**src/rtl/mdu_pkg.sv**
```systemverilog
// ============================================================================
// Module  : mdu_pkg
// Brief   : Shared constants for the MDU arbiter: funct3 op codes, FSM states.
// Revision: 1.0 - initial release
// ============================================================================
`default_nettype none

package mdu_pkg;

    localparam logic [2:0] MUL    = 3'b000;
    localparam logic [2:0] MULH   = 3'b001;
    localparam logic [2:0] MULHSU = 3'b010;
    localparam logic [2:0] MULHU  = 3'b011;
    localparam logic [2:0] DIV    = 3'b100;
    localparam logic [2:0] DIVU   = 3'b101;
    localparam logic [2:0] REM    = 3'b110;
    localparam logic [2:0] REMU   = 3'b111;

    localparam int STATE_W = 2;
    localparam logic [STATE_W-1:0] ST_IDLE  = 2'd0;
    localparam logic [STATE_W-1:0] ST_BUSY  = 2'd1;
    localparam logic [STATE_W-1:0] ST_DRAIN = 2'd2;

endpackage

`default_nettype wire

```
**src/rtl/rr_arbiter.sv**
```systemverilog
// ============================================================================
// Module  : rr_arbiter
// Brief   : Combinational round-robin grant; search starts just above 'last'.
// Revision: 1.0 - initial release
// ============================================================================
`default_nettype none

module rr_arbiter #(
    parameter  int N  = 2,
    localparam int LW = (N > 1) ? $clog2(N) : 1
) (
    input  logic [N-1:0]  req,
    input  logic [LW-1:0] last,
    input  logic          enable,
    output logic [N-1:0]  gnt
);

    localparam logic [LW:0] NV = (LW+1)'(N);

    logic [LW:0]   sum;
    logic [LW-1:0] idx;
    logic          found;

    // One extra bit on the sum keeps last+i from overflowing before the wrap.
    always_comb begin
        gnt   = '0;
        found = 1'b0;
        sum   = '0;
        idx   = '0;
        for (int i = 1; i <= N; i++) begin
            sum = {1'b0, last} + (LW+1)'(i);
            if (sum >= NV) begin
                sum = sum - NV;
            end
            idx = sum[LW-1:0];
            if (enable && !found && req[idx]) begin
                gnt[idx] = 1'b1;
                found    = 1'b1;
            end
        end
    end

endmodule

`default_nettype wire

```
**src/rtl/mdu_arbiter.sv**
```systemverilog
// ============================================================================
// Module  : mdu_arbiter
// Brief   : Round-robin sharing of one multiply/divide unit between NREQ
//           requesters, with held per-owner responses and post-op spacing.
//           Optional performance counters under `MDU_ARB_PERF_EN.
// Revision: 1.0 - initial release
// ============================================================================
`default_nettype none

module mdu_arbiter
    import mdu_pkg::*;
#(
    parameter int WIDTH = 32,
    parameter int NREQ  = 2,
    parameter int GAP   = 2
) (
    input  logic                  i_clk,
    input  logic                  i_rst_n,
    input  logic [NREQ-1:0]       i_req_valid,
    output logic [NREQ-1:0]       o_req_ready,
    input  logic [NREQ*WIDTH-1:0] i_req_rs1,
    input  logic [NREQ*WIDTH-1:0] i_req_rs2,
    input  logic [NREQ*3-1:0]     i_req_op,
    output logic [NREQ-1:0]       o_rsp_valid,
    input  logic [NREQ-1:0]       i_rsp_ready,
    output logic [WIDTH-1:0]      o_rsp_rd,
    output logic                  o_mdu_valid,
    output logic [WIDTH-1:0]      o_mdu_rs1,
    output logic [WIDTH-1:0]      o_mdu_rs2,
    output logic [2:0]            o_mdu_op,
    input  logic                  i_mdu_ready,
    input  logic [WIDTH-1:0]      i_mdu_rd
`ifdef MDU_ARB_PERF_EN
    ,
    output logic [NREQ*32-1:0]    o_perf_grants,
    output logic [31:0]           o_perf_busy,
    output logic [31:0]           o_perf_stall
`endif
);

    localparam int LW = (NREQ > 1) ? $clog2(NREQ) : 1;
    localparam int GW = $clog2(GAP + 1);
    localparam logic [GW-1:0] GAP_LD = GW'(GAP);

    logic [STATE_W-1:0] state_q, state_d;
    logic [LW-1:0]      last_q, last_d;
    logic [LW-1:0]      owner_q, owner_d;
    logic               mdu_valid_q, mdu_valid_d;
    logic [WIDTH-1:0]   mdu_rs1_q, mdu_rs1_d;
    logic [WIDTH-1:0]   mdu_rs2_q, mdu_rs2_d;
    logic [2:0]         mdu_op_q, mdu_op_d;
    logic [NREQ-1:0]    rsp_valid_q, rsp_valid_d;
    logic [WIDTH-1:0]   rsp_rd_q, rsp_rd_d;
    logic [GW-1:0]      gap_q, gap_d;

    logic [NREQ-1:0]    w_gnt;
    logic               w_arb_en;
    logic               w_xfer;
    logic [LW-1:0]      w_gnt_idx;
    logic [WIDTH-1:0]   w_sel_rs1;
    logic [WIDTH-1:0]   w_sel_rs2;
    logic [2:0]         w_sel_op;

    // Reset also gates the grant so no ready is shown while reset is held.
    assign w_arb_en = (state_q == ST_IDLE) && i_rst_n;

    rr_arbiter #(.N(NREQ)) u_rr (
        .req    (i_req_valid),
        .last   (last_q),
        .enable (w_arb_en),
        .gnt    (w_gnt)
    );

    assign w_xfer = |w_gnt;

    always_comb begin
        w_gnt_idx = '0;
        w_sel_rs1 = '0;
        w_sel_rs2 = '0;
        w_sel_op  = '0;
        for (int k = 0; k < NREQ; k++) begin
            if (w_gnt[k]) begin
                w_gnt_idx = LW'(k);
                w_sel_rs1 = i_req_rs1[k*WIDTH +: WIDTH];
                w_sel_rs2 = i_req_rs2[k*WIDTH +: WIDTH];
                w_sel_op  = i_req_op[k*3 +: 3];
            end
        end
    end

    always_ff @(posedge i_clk or negedge i_rst_n) begin
        if (!i_rst_n) begin
            state_q <= ST_IDLE;
        end else begin
            state_q <= state_d;
        end
    end

    // DRAIN exits on the post-update counter and response so both may finish together.
    always_comb begin
        state_d = state_q;
        case (state_q)
            ST_IDLE:  if (w_xfer)      state_d = ST_BUSY;
            ST_BUSY:  if (i_mdu_ready) state_d = ST_DRAIN;
            ST_DRAIN: if ((gap_d == '0) && (rsp_valid_d == '0)) state_d = ST_IDLE;
            default:  state_d = ST_IDLE;
        endcase
    end

    always_comb begin
        last_d      = last_q;
        owner_d     = owner_q;
        mdu_valid_d = mdu_valid_q;
        mdu_rs1_d   = mdu_rs1_q;
        mdu_rs2_d   = mdu_rs2_q;
        mdu_op_d    = mdu_op_q;
        rsp_valid_d = rsp_valid_q;
        rsp_rd_d    = rsp_rd_q;
        gap_d       = gap_q;
        case (state_q)
            ST_IDLE: begin
                if (w_xfer) begin
                    mdu_rs1_d   = w_sel_rs1;
                    mdu_rs2_d   = w_sel_rs2;
                    mdu_op_d    = w_sel_op;
                    owner_d     = w_gnt_idx;
                    last_d      = w_gnt_idx;
                    mdu_valid_d = 1'b1;
                end
            end
            ST_BUSY: begin
                if (i_mdu_ready) begin
                    rsp_rd_d             = i_mdu_rd;
                    rsp_valid_d          = '0;
                    rsp_valid_d[owner_q] = 1'b1;
                    mdu_valid_d          = 1'b0;
                    gap_d                = GAP_LD;
                end
            end
            ST_DRAIN: begin
                if (gap_q != '0) begin
                    gap_d = gap_q - GW'(1);
                end
                rsp_valid_d = rsp_valid_q & ~i_rsp_ready;
            end
            default: ;
        endcase
    end

    always_ff @(posedge i_clk or negedge i_rst_n) begin
        if (!i_rst_n) begin
            last_q      <= '0;
            owner_q     <= '0;
            mdu_valid_q <= 1'b0;
            mdu_rs1_q   <= '0;
            mdu_rs2_q   <= '0;
            mdu_op_q    <= '0;
            rsp_valid_q <= '0;
            rsp_rd_q    <= '0;
            gap_q       <= '0;
        end else begin
            last_q      <= last_d;
            owner_q     <= owner_d;
            mdu_valid_q <= mdu_valid_d;
            mdu_rs1_q   <= mdu_rs1_d;
            mdu_rs2_q   <= mdu_rs2_d;
            mdu_op_q    <= mdu_op_d;
            rsp_valid_q <= rsp_valid_d;
            rsp_rd_q    <= rsp_rd_d;
            gap_q       <= gap_d;
        end
    end

    assign o_req_ready = w_gnt;
    assign o_rsp_valid = rsp_valid_q;
    assign o_rsp_rd    = rsp_rd_q;
    assign o_mdu_valid = mdu_valid_q;
    assign o_mdu_rs1   = mdu_rs1_q;
    assign o_mdu_rs2   = mdu_rs2_q;
    assign o_mdu_op    = mdu_op_q;

`ifdef MDU_ARB_PERF_EN
    logic [31:0] grants_q [NREQ];
    logic [31:0] grants_d [NREQ];
    logic [31:0] busy_q, busy_d;
    logic [31:0] stall_q, stall_d;
    logic        w_stall;

    assign w_stall = ((state_q == ST_IDLE) || (state_q == ST_DRAIN)) &&
                     (|i_req_valid) && !(|w_gnt);

    always_comb begin
        for (int k = 0; k < NREQ; k++) begin
            grants_d[k] = grants_q[k] + (w_gnt[k] ? 32'd1 : 32'd0);
        end
        busy_d  = busy_q + ((state_q == ST_BUSY) ? 32'd1 : 32'd0);
        stall_d = stall_q + (w_stall ? 32'd1 : 32'd0);
    end

    always_ff @(posedge i_clk or negedge i_rst_n) begin
        if (!i_rst_n) begin
            for (int k = 0; k < NREQ; k++) begin
                grants_q[k] <= '0;
            end
            busy_q  <= '0;
            stall_q <= '0;
        end else begin
            for (int k = 0; k < NREQ; k++) begin
                grants_q[k] <= grants_d[k];
            end
            busy_q  <= busy_d;
            stall_q <= stall_d;
        end
    end

    for (genvar k = 0; k < NREQ; k++) begin : g_perf_pack
        assign o_perf_grants[k*32 +: 32] = grants_q[k];
    end

    assign o_perf_busy  = busy_q;
    assign o_perf_stall = stall_q;
`endif

endmodule

`default_nettype wire

```
**config.mk**
```make
export PLATFORM = sky130hd
export DESIGN_NAME = mdu_arbiter
export DESIGN_NICKNAME = d
export VERILOG_FILES = /design/src/rtl/mdu_pkg.sv /design/src/rtl/rr_arbiter.sv /design/src/rtl/mdu_arbiter.sv
export SDC_FILE = /design/constraint.sdc
export NUM_CORES = 1
export LEC_CHECK = 0
export CAP_MARGIN = 20
export CORE_MARGIN = 4
export CORE_UTILIZATION = 32
export DETAILED_ROUTE_END_ITERATION = 10
export GPL_ROUTABILITY_DRIVEN = 0
export PLACE_DENSITY = 0.69
export SYNTH_ARGS = -nofsm -noshare
export SYNTH_HDL_FRONTEND = slang
export SYNTH_SLANG_ARGS = --single-unit
```
**constraint.sdc**
```tcl
create_clock -name i_clk -period 2.94 [get_ports i_clk]
set_input_delay 0.588 -clock i_clk [delete_from_list [all_inputs] [get_ports i_clk]]
set_output_delay 0.588 -clock i_clk [all_outputs]
set_load 0.05 [all_outputs]
```
==> results.py, run 1 <==
metrics = {
    "clock_tree": {
        "clk-insertion-delay-late_ns": 0.34,
        "cts_tree": "built",
        "clk_pin_slew_ns": 0.07,
        "max-clock-path-buffers": 2,
        "cts_setup_buffers": 0,
        "numCtsBuffers": 9,
        "cts.hold.buffers_added": 0,
        "gates_resized_cts_repair": 0,
        "clkSinkCount": 107,
        "cts.htree.levels": 3,
        "root_buffer": "sky130_fd_sc_hd__clkbuf_16",
    },
    "layout": {
        "final_layout_size_suffix_gt1_share_pct": 8.87,
        "final_cells": 883,
        "num_antenna_cells": 0,
        "final_util_pct": 55.4,
        "layout-area-overhead-vs-synth_pct": 68.2,
        "num-fill-cells": 1274,
        "finalInstanceArea_um2": 8110,
        "fin_nets": 872,
    },
    "synthesis": {
        "syn_inst": 425,
        "syn-cell-area_um2": 4820,
        "ys.flop_type": "sky130_fd_sc_hd__dfrtp_1",
        "synth_edf_count": 0,
        "number_of_distinct_library_cells_after_synthesis": 29,
        "synth_seq_cells": 107,
        "syn-num-nets": 603,
        "synth-async-reset-ratio_pct": 100,
        "postSynthAreaPerCell_um2": 11.3,
        "ys.warnings.count": 0,
        "yosysSeqAreaShare_pct": 55.5,
    },
    "status": {
        "run_status": "completed",
    },
    "sta": {
        "sum_neg_setup_slack_ns": 0,
        "timing.fmax_ghz": 0.418,
        "finalClockSkew_ns": 0.00589,
        "setup_violations": 0,
        "final_hold_slack_ns": 0.0868,
        "hold_viol_final": 0,
        "worstMarginPinSlew_ns": 0.781,
        "postLayoutSetupSlackWorst_ns": 0.548,
        "rsz0062_at_grt": "no",
        "final_min_period_over_clock_period_pct": 81.3,
        "maxSlewViolCount": 0,
        "slew_headroom_pct": 47.9,
        "timing.final.crit_period_ns": 2.39,
    },
    "floorplanning": {
        "floorplan.initialDensity_pct": 32.9,
        "floorplan.die.width_um": 131,
        "floorplan.core_area_um2": 14600,
        "die_h_um": 131,
        "boundaryPins": 277,
        "floorplan.die_area_um2": 17100,
        "num_rows": 44,
    },
    "drt": {
        "detailedRoute.firstIterationViolations": 104,
        "vias_per_cell": 4.65,
        "num_vias": 4110,
        "post_drt_wl_per_cell_um": 16.3,
        "drt_antenna_net_count": 0,
        "remaining_drc_errors": 0,
        "first_pass_iters": 4,
        "drt_wl_total_um": 14400,
    },
    "worst_setup_path": {
        "worstSetupEndpointType": "primary output",
        "data_required_critical_path_ns": 2.35,
        "timing.critical_path.from_type": "flop",
        "reg2reg_slack_ns": 0.87,
        "cp_max_fo": 5,
        "worstReg2RegStart": "state_q[0]$_DFFE_PN0P_",
        "critPathLaunch": "state_q[0]$_DFFE_PN0P_",
        "kind_of_critical_path": "reg -> out",
        "endpoint_arrival_time_on_the_critical_path_ns": 1.80,
    },
    "global_route": {
        "antenna_found_initial": 0,
        "globalRouteTotalUtil_pct": 16.5,
        "grt_max_degree": 79,
        "global_route_wire_length_before_repair_um": 21900,
        "grt_remaining_overflow": 0,
        "grt_pass1_vias": 4344,
    },
    "pwr": {
        "p_total_mw": 9.45,
        "power_leakage_nw": 3.84,
        "ir_worst_vdd_uv": 630,
        "p_per_area_nw_per_um2": 1170,
    },
    "placement": {
        "placed_cells_incl_taps": 867,
        "hpwlAfterDp_um": 11200,
        "placed_cell_area_um2": 7790,
        "dpl_worst_slack_ns": 0.538,
        "numPortBuffers": 276,
    },
    "flow_run": {
        "timing.max_cap.violations": 0,
    },
    "worst_hold_path": {
        "hp-class": "in -> async",
    },
}
[placed cells by master (no fill, tap or decap), types with 6 or more instances in the layout]
master and instances:
sky130_fd_sc_hd__dfrtp_1 107, sky130_fd_sc_hd__buf_4 6, sky130_fd_sc_hd__mux2_2 32, sky130_fd_sc_hd__clkdlybuf4s50_1 273, sky130_fd_sc_hd__clkbuf_16 9, sky130_fd_sc_hd__mux2i_1 69
sky130_fd_sc_hd__o21ai_1 9, sky130_fd_sc_hd__o21ai_0 64, sky130_fd_sc_hd__inv_1 7, sky130_fd_sc_hd__nand2_1 79
[sequential cells by signal, indices dropped and copies added, names as in the netlist]
name / flops
gap_q: 2
o_mdu_op: 3
o_mdu_rs1: 32
o_mdu_rs2: 32
o_mdu_valid: 1
o_rsp_rd: 32
o_rsp_valid: 2
owner_q: 1
state_q: 2
[cell families (layout without fill, tap and decap cells)]
| kind of cell | after synthesis | after routing | synth area share (%) |
|---|---|---|---|
| mux | 101 | 101 | 21.8 |
| compound gates | 89 | 89 | 10.2 |
| flops | 107 | 107 | 55.5 |
| simple gates | 89 | 89 | 7.45 |
| buf+inv | 34 | 308 | 3.71 |
| fa+ha+maj | 5 | 5 | 1.30 |
[cells in the mapped netlist (2+ instances only)]
cell / instances / area, µm²
sky130_fd_sc_hd__a21boi_0: 2 / 15.0
sky130_fd_sc_hd__a21oi_1: 3 / 15.0
sky130_fd_sc_hd__a31oi_1: 3 / 18.8
sky130_fd_sc_hd__buf_2: 8 / 40.0
sky130_fd_sc_hd__buf_4: 7 / 52.6
sky130_fd_sc_hd__buf_6: 2 / 22.5
sky130_fd_sc_hd__clkbuf_1: 9 / 33.8
sky130_fd_sc_hd__dfrtp_1: 107 / 2680
sky130_fd_sc_hd__ha_1: 5 / 62.6
sky130_fd_sc_hd__inv_1: 7 / 26.3
sky130_fd_sc_hd__mux2_2: 32 / 360
sky130_fd_sc_hd__mux2i_1: 69 / 691
sky130_fd_sc_hd__nand2_1: 79 / 297
sky130_fd_sc_hd__nand3_1: 2 / 10.0
sky130_fd_sc_hd__nand4_1: 3 / 18.8
sky130_fd_sc_hd__nor2b_1: 2 / 12.5
sky130_fd_sc_hd__o21ai_0: 64 / 320
sky130_fd_sc_hd__o21ai_1: 9 / 45.0
sky130_fd_sc_hd__o311ai_1: 2 / 17.5
[where the power goes]
group	switching, mW	leakage, nW	internal [mW]	total, mW
Sequential	0.386	1.32	2.18	2.56
Combinational	3.60	2.36	1.99	5.59
Clock	0.528	0.157	0.771	1.30
Total	4.51	3.84	4.94	9.45
[critical path, stage by stage (launching register included)]
cell and delay [ns]:
sky130_fd_sc_hd__dfrtp_1 0.43, sky130_fd_sc_hd__inv_1 0.17, sky130_fd_sc_hd__ha_1 0.31, sky130_fd_sc_hd__nand4_1 0.25, sky130_fd_sc_hd__inv_1 0.16, sky130_fd_sc_hd__buf_12 0.14
[per-layer routing]
layer  wire [µm]  track usage [%]  vias up
met1        5240             17.4     1885
met2        7300             29.0      190
met4         254             6.29        0
met5           0                0        -
li1            -                -     2012
met3        1590             7.40       23
[final timing paths]
kind	endpoint	cells after the start
worst max-delay path	o_req_ready[1]	5
worst min-delay path	o_rsp_valid[1]$_DFF_PN0_	1
worst max register to register	state_q[1]$_DFFE_PN0P_	8
worst min register to register	o_mdu_rs2[31]$_DFFE_PN0P_	2
max in group asynchronous	o_mdu_rs2[19]$_DFFE_PN0P_	2
min in group i_clk	o_mdu_rs2[31]$_DFFE_PN0P_	2
[cell type report]
cell class | instances | area (µm²) | area share [%]
timing repair buffer | 284 | 2880 | 35.5
inverter | 8 | 30.0 | 0.370
sequential | 107 | 2680 | 33.0
multi-input combinational | 284 | 1970 | 24.3
clock buffer | 12 | 246 | 3.04
clock inverter | 4 | 73.8 | 0.910
tap | 184 | 230 | 2.84
No activity file was read; power rests on OpenSTA's default activity.
==> run 2, diff against run 1 <==
PLACE_DENSITY = 0.72   (was 0.69)
clock period = 2.08 ns   (was 2.94 ns; I/O delays follow)
==> run 2 against run 1 <==
Effect of this change: die area stayed put; sequential share of layout area down 0.76 points; combinational power grew 47%; clock power rose by 35%.
==> results.py, run 2 (synthesis results as in run 1) <==
metrics = {
    "worst_setup_path": {
        "worst_path_max_delay_cell": "sky130_fd_sc_hd__dfrtp_1",
        "worstSetupEndpointType": "primary output",
        "slowest_delay_ns": 0.40,
        "endpoint_arrival_time_on_the_critical_path_ns": 1.62,
        "data_required_critical_path_ns": 1.66,
        "kind_of_critical_path": "reg -> out",
        "cp_max_fo": 5,
        "worstPathCellList": "inv_2 > ha_4 > nand4_1 > buf_12 > inv_1 > buf_12",
        "cp_common_cell": "sky130_fd_sc_hd__buf_12",
        "timing.critical_path.from_type": "flop",
    },
    "global_route": {
        "antenna_found_initial": 0,
        "grt_remaining_overflow": 0,
        "globalRouteTotalUtil_pct": 16.8,
        "grt_pass1_vias": 4456,
        "grt_max_degree": 95,
        "global_route_wire_length_before_repair_um": 22300,
    },
    "layout": {
        "finalInstanceArea_um2": 8300,
        "fin_nets": 892,
        "layout-area-overhead-vs-synth_pct": 72.2,
        "layout_common_cells": "270 x sky130_fd_sc_hd__clkdlybuf4s50_1, 107 x sky130_fd_sc_hd__dfrtp_1, 79 x sky130_fd_sc_hd__nand2_1",
        "num_antenna_cells": 0,
        "num-fill-cells": 1208,
        "final_common_cell": "sky130_fd_sc_hd__clkdlybuf4s50_1",
        "final_layout_size_suffix_gt1_share_pct": 12.2,
        "final_util_pct": 56.7,
    },
    "drt": {
        "met2RoutedLength_um": 7220,
        "detailedRoute.firstIterationViolations": 153,
        "drt_wl_total_um": 14700,
        "post_drt_wl_per_cell_um": 16.3,
        "first_pass_iters": 4,
        "route.layer.met1.wl_um": 5420,
        "met3_length_um": 1700,
        "drt_antenna_net_count": 0,
        "num_vias": 4174,
        "vias_per_cell": 4.64,
        "remaining_drc_errors": 0,
        "route.top_layer_used": "met4",
    },
    "sta": {
        "finalClockSkew_ns": 0.00807,
        "final_min_period_over_clock_period_pct": 98.0,
        "timing.fmax_ghz": 0.491,
        "setup_violations": 0,
        "hold_viol_final": 0,
        "timing.final.crit_period_ns": 2.04,
        "worstMarginPinSlew_ns": 0.768,
        "slew_headroom_pct": 48.8,
        "maxSlewViolCount": 0,
    },
    "floorplanning": {
        "floorplan.die_area_um2": 17100,
        "floorplan.core_area_um2": 14600,
        "boundaryPins": 277,
        "floorplan.initialDensity_pct": 32.9,
        "floorplan.die.width_um": 131,
        "die_h_um": 131,
        "num_rows": 44,
    },
    "pwr": {
        "p_per_area_nw_per_um2": 1640,
        "p_total_mw": 13.6,
        "power_leakage_nw": 3.95,
        "ir_worst_vdd_uv": 1020,
    },
    "worst_hold_path": {
        "hp-class": "in -> async",
    },
    "status": {
        "run_status": "completed",
    },
    "clock_tree": {
        "root_buffer": "sky130_fd_sc_hd__clkbuf_16",
        "numCtsBuffers": 9,
        "clkSinkCount": 107,
        "max-clock-path-buffers": 2,
        "cts.htree.levels": 3,
        "cts_tree": "built",
        "clk-insertion-delay-late_ns": 0.34,
        "clk_pin_slew_ns": 0.07,
    },
    "placement": {
        "numPortBuffers": 276,
        "hpwlAfterDp_um": 11600,
        "placed_cell_area_um2": 7900,
    },
    "flow_run": {
        "timing.max_cap.violations": 0,
    },
}
## run 2: cell count changes in the layout (fill, tap and decap cells not counted), sizes merged
cell / change
clkinv: -1
buf: +21
dlygate4sd3: +1
dlymetal6s2s: +1
clkdlybuf4s50: -3
clkbuf: -2
## run 2: path summary, 6_finish.rpt
kind	slack (ns)	to	from	cells past startpoint
max in group asynchronous	1.25	o_mdu_rs1[5]$_DFFE_PN0P_	i_rst_n	2
worst max register to register	0.09	state_q[0]$_DFFE_PN0P_	state_q[1]$_DFFE_PN0P_	9
worst min register to register	0.48	o_mdu_rs2[25]$_DFFE_PN0P_	o_mdu_rs2[25]$_DFFE_PN0P_	2
worst min-delay path	0.21	o_mdu_rs1[23]$_DFFE_PN0P_	i_rst_n	2
min in group i_clk	0.48	o_mdu_rs2[25]$_DFFE_PN0P_	o_mdu_rs2[25]$_DFFE_PN0P_	2
worst max-delay path	0.04	o_req_ready[1]	state_q[0]$_DFFE_PN0P_	6
## run 2: layer usage
layer | global-route usage (%) | up-vias
met5 | 0 | -
met4 | 5.87 | 0
met3 | 7.68 | 23
met2 | 28.9 | 202
met1 | 18.3 | 1903
li1 | - | 2046
## run 2: per-stage QoR
step | instances | setup TNS (ns) | hold slack (ns) | setup slack (ns)
2_1_floorplan | 425 | 0 | 0.120 | 0.0535
5_1_grt | 900 | -0.0676 | 0.246 | -0.0261
3_5_place_dp | 877 | -0.0972 | 0.253 | -0.0446
6_report | 900 | 0 | 0.206 | 0.0426
4_1_cts | 895 | 0 | 0.221 | 0.0164
3_3_place_gp | 877 | 0 | 0.246 | 0.0527
## run 2: power breakdown
part	switching [mW]	total [mW]	internal (mW)
Clock	0.699	1.76	1.07
Combinational	5.19	8.20	3.01
Sequential	0.542	3.62	3.08
Total	6.43	13.6	7.15
## run 2: area by class of cell
type | count | area (µm²) | area share, %
tap | 184 | 230 | 2.77
multi-input combinational | 284 | 1990 | 24.0
clock buffer | 10 | 239 | 2.88
inverter | 8 | 30.0 | 0.362
clock inverter | 3 | 65.1 | 0.784
timing repair buffer | 304 | 3070 | 36.9
sequential | 107 | 2680 | 32.3
## run 2: timing repair
action / CTS / global route
resized for setup: 4 / 3
hold endpoints to repair: 4 / 0
endpoints found under the setup margin: 3 / 5
setup buffers: 4 / 5
hold buffers: 1 / 0
cloned: 0 / 0
pin swaps: 1 / 0
## run 2: worst max-delay path, delay by kind of cell, from the launching register on
kind | cells | cell delay (ns)
flops | 1 | 0.40
fa+ha+maj | 1 | 0.17
simple gates | 1 | 0.17
buf+inv | 4 | 0.54
